===== config.mk =====
export PLATFORM = sky130hd
export DESIGN_NAME = divrip_seq
export DESIGN_NICKNAME = d
export VERILOG_FILES = /design/src/rtl/divrip_seq.sv
export SDC_FILE = /design/constraint.sdc
export NUM_CORES = 1
export LEC_CHECK = 0
export CORE_AREA = 3 3 56 58
export CTS_CLUSTER_SIZE = 14
export DETAILED_ROUTE_END_ITERATION = 8
export DIE_AREA = 0 0 59 61
export MAX_ROUTING_LAYER = met4
export PLACE_DENSITY = 0.82
export REMOVE_ABC_BUFFERS = 1
export SLEW_MARGIN = 40
export SYNTH_ARGS = -nofsm -noshare
export SYNTH_HDL_FRONTEND = slang
export SYNTH_SLANG_ARGS = --single-unit
export TNS_END_PERCENT = 10

===== constraint.sdc =====
create_clock -name clk -period 2.65 [get_ports clk]
set_clock_uncertainty 0.2 [all_clocks]
set_input_delay 0.795 -clock clk [delete_from_list [all_inputs] [get_ports clk]]
set_output_delay 0.795 -clock clk [all_outputs]
set_load 0.05 [all_outputs]

===== src/rtl/divrip_seq.sv =====
// divrip_seq: 4-bit unsigned restoring divider, one quotient bit per cycle
module divrip_seq (
  input  logic       clk,
  input  logic       rst,
  input  logic       start,
  input  logic [3:0] dividend,
  input  logic [3:0] divisor,
  output logic       busy,
  output logic       done,
  output logic [3:0] quotient,
  output logic [3:0] remainder,
  output logic       div_by_zero
);
  typedef enum logic [1:0] {IDLE, RUN, DONE} state_t;
  state_t     state_q, state_d;
  logic [3:0] dvs_q, dvs_d;
  logic [4:0] r_q, r_d;
  logic [3:0] q_q, q_d;
  logic [1:0] cnt_q, cnt_d;
  logic [3:0] quo_q, quo_d;
  logic [3:0] rem_q, rem_d;
  logic       dbz_q, dbz_d;
  logic [4:0] r_sh, t;
  // next state: operand capture, one restoring step per RUN cycle, results latched on DONE entry
  always_comb begin
    state_d = state_q;
    dvs_d = dvs_q;
    r_d = r_q;
    q_d = q_q;
    cnt_d = cnt_q;
    quo_d = quo_q;
    rem_d = rem_q;
    dbz_d = dbz_q;
    r_sh = {r_q[3:0], q_q[3]};
    t = r_sh - {1'b0, dvs_q};
    case (state_q)
      IDLE: if (start) begin
        dvs_d = divisor;
        r_d = '0;
        q_d = dividend;
        cnt_d = '0;
        state_d = (divisor == 4'd0) ? DONE : RUN;
        if (divisor == 4'd0) begin
          quo_d = 4'hF;
          rem_d = dividend;
          dbz_d = 1'b1;
        end
      end
      RUN: begin
        r_d = t[4] ? r_sh : t;
        q_d = {q_q[2:0], ~t[4]};
        cnt_d = cnt_q + 2'd1;
        if (cnt_q == 2'd3) begin
          state_d = DONE;
          quo_d = {q_q[2:0], ~t[4]};
          rem_d = t[4] ? r_sh[3:0] : t[3:0];
          dbz_d = 1'b0;
        end
      end
      default: state_d = IDLE;
    endcase
  end
  // state and datapath registers, cleared asynchronously by rst
  always_ff @(posedge clk or posedge rst) begin
    if (rst) begin
      state_q <= IDLE;
      dvs_q <= '0;
      r_q <= '0;
      q_q <= '0;
      cnt_q <= '0;
      quo_q <= '0;
      rem_q <= '0;
      dbz_q <= 1'b0;
    end else begin
      state_q <= state_d;
      dvs_q <= dvs_d;
      r_q <= r_d;
      q_q <= q_d;
      cnt_q <= cnt_d;
      quo_q <= quo_d;
      rem_q <= rem_d;
      dbz_q <= dbz_d;
    end
  end
  assign busy = (state_q != IDLE);
  assign done = (state_q == DONE);
  assign quotient = quo_q;
  assign remainder = rem_q;
  assign div_by_zero = dbz_q;
endmodule


# After elaboration in Yosys (flattened, before gate mapping)
# Cells that the tools add are included.
# classes
n_addsub	2
reduce_logical	8
bitwise_logic	1
n_eq_ne	6
mux	24
# ops
cell	n
2-to-1 mux 4 bit	10
case mux 4 bit (2 select lines)	4
2-to-1 mux 2 bit	4
case mux 2 bit (2 select lines)	2
inequality test 2 bit (second input constant)	3
AND reduction 2 bit	3
subtractor 5 x 4 -> 5 bit	1
equality test 2 bit (second input constant)	2
zero test 4 bit	1
AND reduction 4 bit	1
nonzero test 2 bit	2
2-to-1 mux 1 bit	3
adder 2 x 1 -> 2 bit (second input constant)	1
equality test 2 x 1 -> 1 bit (second input constant)	1
zero test 2 bit	1
case mux 1 bit (2 select lines)	1
NOT 1 bit	1
# word_totals
ff_bits	25
output_inout_bits	11

# Logic depth before layout (Yosys ltp)
# Gate-level depths: netlist of run 1.
# logic_depth
depth_word	4
depth_mapped	8

# Worst setup path before layout of run 1
# No wires, ideal clock.
# synth_path
path_type	register -> register
start	reg q_q[3]
end	reg rem_q[2] (netlist: remainder[2])
path_stages_with_launch	9
path_slack_ns	0.374
arrival_ns	1.943
t_required_ns	2.317
cell_sequence	dfrtp_1 > inv_1 > ha_1 > fa_1 > nand2b_1 > o2bb2ai_4 > and4_4 > a2111oi_1 > a21oi_1
# synth_via
elab_chain_cells	4
# synth_rtl
element	line	rtl
start: declaration	18	logic [3:0] q_q, q_d;
start signal: assignment	78	q_q <= q_d;
subtractor 5 x 4 -> 5 bit	35	t = r_sh - {1'b0, dvs_q};
2-to-1 mux 4 bit	56	rem_d = t[4] ? r_sh[3:0] : t[3:0];
2-to-1 mux 4 bit	53	if (cnt_q == 2'd3) begin
case mux 4 bit (2 select lines)	36	case (state_q)
end signal: assignment	81	rem_q <= rem_d;
end: declaration	21	logic [3:0] rem_q, rem_d;
# Every way passes these cells. The select of a mux whose other input is x is not followed.
# A chain may end at the register's enable or synchronous reset.

# Worst setup path after layout of run 1
# layout_path
start	reg q_q[3]
end	reg rem_q[3] (netlist: remainder[3])
# The elaborated chain is that of the path after synthesis.

==> results of run 1 <==
[critical path: cells and delay by family (launching register included)]
kind,cells,cell delay (ns)
compound gates,3,0.77
fa+ha+maj,2,0.60
flops,1,0.38
xor+xnor,1,0.21
simple gates,1,0.19
buf+inv,1,0.06
[logic make-up after synthesis]
logic type	share of synthesized area [%]
compound gates	21.8
xor+xnor	2.43
fa+ha+maj	5.93
buf+inv	4.94
flops	44.9
mux	2.96
simple gates	17.0
[metal layers]
| layer | vias to the layer above | global-route usage [%] | wire length (µm) |
|---|---|---|---|
| met3 | 4 | 2.98 | 102 |
| met1 | 555 | 24.0 | 1360 |
| met4 | 0 | 6.15 | 31 |
| met5 | - | - | 0 |
| met2 | 31 | 33.9 | 1490 |
| li1 | 538 | - | - |
[cell usage in the layout (no fill, tap or decap), drive strengths merged, types with 2 or more instances in the layout]
cell           netlist  layout
clkdlybuf4s50        0      19
nand2               12      12
clkbuf               0       4
nand2b               2       2
o21ai               15      15
a21oi                8       8
xnor2                2       2
nand3                3       3
or3                  2       2
nor2b                5       5
a2111oi              2       2
o211a                2       2
o22a                 4       4
dfrtp               25      25
a211oi               3       3
a211o                2       2
buf                  6       7
inv                  8       8
ha                   5       5
nor2                11      11
nor3b                2       2
mux2i                3       3
[worst max path at each step]
stage / from / to / slack [ns] / cells after the start
6_report: q_q[3] / remainder[3] / 0.11 / 8
5_1_grt: dvs_q[0] / remainder[3] / 0.009 / 7
4_1_cts: dvs_q[0] / remainder[2] / 0.11 / 7
3_5_place_dp: divisor[1] / remainder[1] / 0.05 / 7
3_3_place_gp: divisor[3] / remainder[2] / 0.11 / 7
2_1_floorplan: q_q[3] / remainder[2] / 0.36 / 8
[layout make-up]
type,instances,area [µm²]
timing repair buffer,26,243
fill,237,1040
clock buffer,4,26.3
multi-input combinational,98,703
sequential,25,626
tap,31,38.8
inverter,8,30.0
[flip-flops by register name (all words and copies together), names as in the netlist]
signal / count
div_by_zero: 1
remainder: 4
cnt_q: 2
dvs_q: 4
state_q: 2
quotient: 4
q_q: 4
r_q: 4
[report_power, final]
part | internal [mW] | leakage [nW] | switching, mW
logic | 0.588 | 0.418 | 0.863
registers | 0.547 | 0.294 | 0.151
clock network | 0.0588 | 0.0150 | 0.106
[timing repair]
item,CTS,global route
setup endpoints to repair,0,1
resized for setup,0,1
hold buffers,0,0
buffers inserted,0,0
[stage by stage]
stage	cell area (µm²)	utilization, %	instances
after global routing	1670	61.5	192
final	1670	61.5	192
after floorplan	1350	-	131
after detailed placement	1640	60.3	188
after CTS	1660	61.3	192
after global placement	1640	60.3	188
==> impl_metrics.csv, run 1 <==
group,metric,value,unit
pwr,p_leak,0.728,nW
placement,gp_congestion,0.877,
placement,dp_hpwl,2.33,mm
global_route,grtUsageTotal,19.8,%
critical_path,r2r-end,"remainder[3]",
clock_tree,clockBufferDepth,2,
pwr,design_power_total,2.31,mW
synthesis,avgSynthCellArea,10.2,µm²
timing,setup_tns,0,ns
timing,setup_viol,0,
synthesis,synthFlopType,"dfrtp_1",
clock_tree,clk_latency,0.31,ns
die,ioPinCount,22,
routing,antenna_left,0,
timing,rsz0062_at_grt,"no",
critical_path,crit_path_end_kind,"flop",
critical_path,worst-r2r-cell-count,8,
clock_tree,numClockSinks,25,
worst_hold_path,min_from,"q_q[3]",
critical_path,critical_path_class,"reg -> reg",
synthesis,yosysWarnings,0,
synthesis,synth_cell_type_count,43,
pwr,powerDensity,1390,nW/µm²
die,rows,19,
timing,slew-limit-headroom,62.0,%
outcome,status,"completed",
layout,nNetsFinal,179,
critical_path,r2r_setup_slack,0.11,ns
die,start_util,51.4,%
synthesis,yosysTopAreaCell,"dfrtp_1",
synthesis,synth_seq_cells,25,
timing,hold_viol,0,
synthesis,ys_top_cells_by_area,"dfrtp_1 45%, o21ai_0 5.0%, ha_1 4.5%, nand2_1 3.2%, o22a_1 2.5%",
synthesis,netlist_top_cells_count,"25 x dfrtp_1, 14 x o21ai_0, 12 x nand2_1",
placement,port_buffers,21,
global_route,grt_pass1_wl,5.26,mm
routing,drc,0,
timing,finalCritPeriodShare,95.7,%
worst_hold_path,min_delay_worst_endpoint,"q_q[3]",
synthesis,yosysMostFrequentCell,"dfrtp_1",
layout,syn_to_final_growth,19.7,%
placement,preCtsSetupSlack,0.0457,ns
critical_path,crit_chain,"inv_1 > ha_1 > fa_1 > nand2b_1 > o2bb2ai_4 > xnor2_2 > a2111oi_2 > o21ai_1",
clock_tree,h-tree-depth,1,
critical_path,rr_startpoint,"q_q[3]",
worst_hold_path,hold_path.class,"reg -> reg",
clock_tree,cts_tree,"built",
routing,viasPerCell,5.88,
routing,drt-total-wl,2.99,mm
clock_tree,cts_made_buffers,3,
timing,fin_crit,2.54,ns
synthesis,synthCells,137,
critical_path,cp.required,2.65,ns
clock_tree,clk_pin_slew,0.13,ns
synthesis,yosysTopAreaCellShare,44.9,%
layout,diodes,0,
critical_path,max_stage_delay,0.43,ns
critical_path,start_kind,"flop",
pwr,ir_worst_vdd,1.06,mV
synthesis,synth_area,1390,µm²
die,die_x,59,µm
layout,drive_above_1_share,13.0,%
die,fp.coreArea,2710,µm²
global_route,grt_start_max_net_pins,26,
timing,drv_slew,0,
timing,whs,0.320,ns
routing,drt-initial-drc-count,20,
routing,via_count,1128,
critical_path,arrival,2.53,ns
global_route,antenna_found_initial,0,
job,maxCapViolations,0,
critical_path,slowest_stage,"a2111oi_2",
timing,fmax,0.394,GHz
routing,routedWlPerCell,15.6,µm
synthesis,synth_seq_area_share,44.9,%
die,die_h,61,µm
timing,worstMarginPinSlew,0.568,ns
die,dieArea,3600,µm²
synthesis,async_flop_share,100,%
critical_path,worstPathMaxFanout,10,
worst_hold_path,whs_path_depth,2,
routing,dr.pass1.iters,4,
global_route,grt_overflow,0,
timing,timing.final.ws_setup,0.114,ns
synthesis,synth_edf_count,0,
global_route,grt_pass1_vias,1150,
clock_tree,cts_root_buf,"clkbuf_4",
Power figures use the tool's default switching activity.
==> run 2, diff against run 1 <==
Settings changed: ABC_AREA set to 1, PLACE_DENSITY 0.82 to 0.81.
==> run 2 against run 1 <==
  * Sequential share of layout area is 1.6 points higher
  * Maximum frequency increased by 1.2%
  * Core utilization down 2.4 points
  * Sequential cell count stayed put
  * Register-to-register slack gained 0.40 ns
  * Routed wire length shrank 3.1%
  * Non-clock buffer count fell by 4
  * Design area shrank 4.0%
  * Global-route usage is 1.4 points lower
  * Synthesized cell count grew 20%
  * Area after synthesis shrank 2.2%
  * Clock-buffer cell count is the same
  * Critical endpoint is now div_by_zero
  * Highest routed layer unchanged
==> impl_metrics.csv, run 2 <==
group,metric,value,unit
synthesis,yosysWarnings,0,
layout,final_common_cell,"nand2_1",
critical_path,crit_chain,"clkdlybuf4s50_1",
synthesis,async_flop_share,100,%
die,dieArea,3600,µm²
synthesis,synthAdderAreaFrac,6.07,%
synthesis,synth_cell_type_count,23,
placement,dpl_cell_area,1570,µm²
critical_path,r2r_setup_slack,0.51,ns
critical_path,critical_path_class,"reg -> out",
critical_path,path_delay_family,"buffers and inverters",
timing,slew-limit-headroom,64.8,%
clock_tree,clockBufferDepth,2,
synthesis,yosysTopAreaCellShare,46.0,%
synthesis,synth_edf_count,0,
layout,syn_to_final_growth,17.6,%
timing,fin_crit,2.51,ns
routing,drt-total-wl,2.89,mm
synthesis,synthFlopType,"dfrtp_1",
global_route,grt_start_max_net_pins,26,
placement,port_buffers,21,
synthesis,avgSynthCellArea,8.25,µm²
synthesis,synthMuxAreaShare,0.827,%
global_route,grtUsageTotal,18.4,%
critical_path,cp.required,1.66,ns
routing,drt-initial-drc-count,41,
die,ioPinCount,22,
timing,finalCritPeriodShare,94.6,%
timing,setup_viol,0,
routing,viasPerCell,5.28,
layout,nFillCells,257,
die,fp.coreArea,2710,µm²
synthesis,synth-compound-area-share,8.73,%
timing,drv_slew,0,
critical_path,worst-r2r-cell-count,12,
critical_path,rr_startpoint,"q_q[3]",
critical_path,slowest_stage,"clkdlybuf4s50_1",
timing,setup_tns,0,ns
critical_path,cp-startpoint,"div_by_zero",
layout,nNetsFinal,206,
synthesis,synth_seq_area_share,46.0,%
layout,stdcell_area,1600,µm²
routing,drc,0,
clock_tree,cts_root_buf,"clkbuf_4",
clock_tree,cts_made_buffers,3,
die,start_util,50.2,%
routing,via_count,1157,
global_route,grt_overflow,0,
die,rows,19,
routing,routedWlPerCell,13.2,µm
layout,multi_input_area,586,µm²
critical_path,path_buf_inv,1,
global_route,grt_pass1_wl,4.86,mm
synthesis,yosysTopAreaCell,"dfrtp_1",
timing,rsz0062_at_grt,"no",
timing,fmax,0.399,GHz
clock_tree,cts_tree,"built",
layout,drive_above_1_share,7.98,%
critical_path,start_kind,"flop",
timing,hold_viol,0,
synthesis,ys_top_cells_by_area,"dfrtp_1 46%, nand3_1 8.5%, nand2_1 8.3%, inv_1 7.4%, ha_1 4.6%",
routing,antenna_left,0,
synthesis,synth_top_family_by_area,"simple AND/OR/NAND/NOR gates",
critical_path,path_depth,1,
synthesis,yosys.area_share.simple,26.7,%
synthesis,yosysMostFrequentCell,"nand2_1",
critical_path,worstPathMaxFanout,2,
timing,worstMarginPinSlew,0.528,ns
placement,dp_hpwl,2.28,mm
clock_tree,numClockSinks,25,
clock_tree,h-tree-depth,1,
critical_path,r2r-end,"remainder[0]",
critical_path,crit_end,"div_by_zero",
synthesis,synthCells,165,
synthesis,synth-xor-area-share,0.643,%
global_route,grt_pass1_vias,1155,
clock_tree,ctsHoldBuffers,0,
layout,seqCellArea,626,µm²
synthesis,netlist_top_cells_count,"30 x nand2_1, 27 x inv_1, 25 x dfrtp_1",
synthesis,synth_area,1360,µm²
critical_path,arrival,1.51,ns
placement,gp_congestion,0.930,
routing,dr.pass1.iters,4,
timing,timing.final.ws_setup,0.144,ns
job,maxCapViolations,0,
die,die_h,61,µm
die,die_x,59,µm
clock_tree,clk_pin_slew,0.13,ns
layout,final_cell_mix,"30 x nand2_1, 27 x inv_1, 25 x dfrtp_1",
placement,preCtsSetupSlack,0.256,ns
critical_path,crit_path_end_kind,"output port",
synthesis,synth_seq_cells,25,
clock_tree,post_cts_resized,0,
critical_path,max_stage_delay,0.81,ns
clock_tree,cts_setup_buffers,0,
worst_hold_path,hold_path.class,"reg -> reg",
clock_tree,clk_latency,0.31,ns
layout,diodes,0,
outcome,status,"completed",
global_route,antenna_found_initial,0,
[run 2: changes by cell type after synthesis, sizes merged, moves of 4 or more]
cell / previous run / this run
nand3: 3 / 24
o22a: 4 / 0
o21ai: 15 / 9
nor2: 11 / 17
or2: 1 / 5
nor2b: 5 / 0
nand2: 12 / 33
inv: 8 / 29
buf: 6 / 1
[run 2: final cells by class]
type / instances / share of cell area (%)
Timing Repair Buffer: 22 / 13.3
Multi-Input combinational cell: 108 / 36.6
Inverter: 29 / 6.96
Clock buffer: 4 / 1.64
Tap cell: 31 / 2.42
Sequential cell: 25 / 39.1
[run 2: cell families (layout without fill, tap and decap cells)]
logic type / Yosys count / in the layout
xor gates and xnor gates: 1 / 1
muxes: 1 / 1
buffers and inverters: 32 / 55
and+or+nand+nor: 79 / 79
adders and majority gates: 6 / 6
DFF: 25 / 25
AOI/OAI and AO/OA: 21 / 21
[run 2: worst min-delay path by stage]
stage / startpoint / end / slack [ns] / depth (start not counted)
final: cnt_q[0] / cnt_q[0] / 0.29 / 1
after global routing: quotient[0] / quotient[0] / 0.33 / 2
after CTS: cnt_q[0] / cnt_q[0] / 0.29 / 1
after detailed placement: quotient[2] / quotient[2] / 0.27 / 2
after global placement: cnt_q[0] / cnt_q[0] / 0.26 / 1
after floorplan: cnt_q[0] / cnt_q[0] / 0.25 / 1
[run 2: layer usage]
metal	part of all wire [%]	routed length, µm	vias up	GRT usage, %
met5	0	0	-	-
met4	1.6	47	0	5.83
met3	3.9	112	6	2.77
met2	51	1490	26	33.1
met1	43	1250	552	21.0
li1	-	-	573	-
[run 2: through the flow]
| stage | hold WS (ns) | instances | utilization [%] |
|---|---|---|---|
| finish | 0.289 | 219 | 59.0 |
| global route | 0.329 | 219 | 59.0 |
| detailed placement | 0.273 | 215 | 58.1 |
| floorplan | 0.250 | 162 | - |
| global placement | 0.261 | 215 | 58.1 |
| CTS | 0.291 | 219 | 59.0 |
Power of run 2 is left out: the tool's default activity adds up to more than one toggle a clock period on the data nets, which glitch-free logic cannot reach.
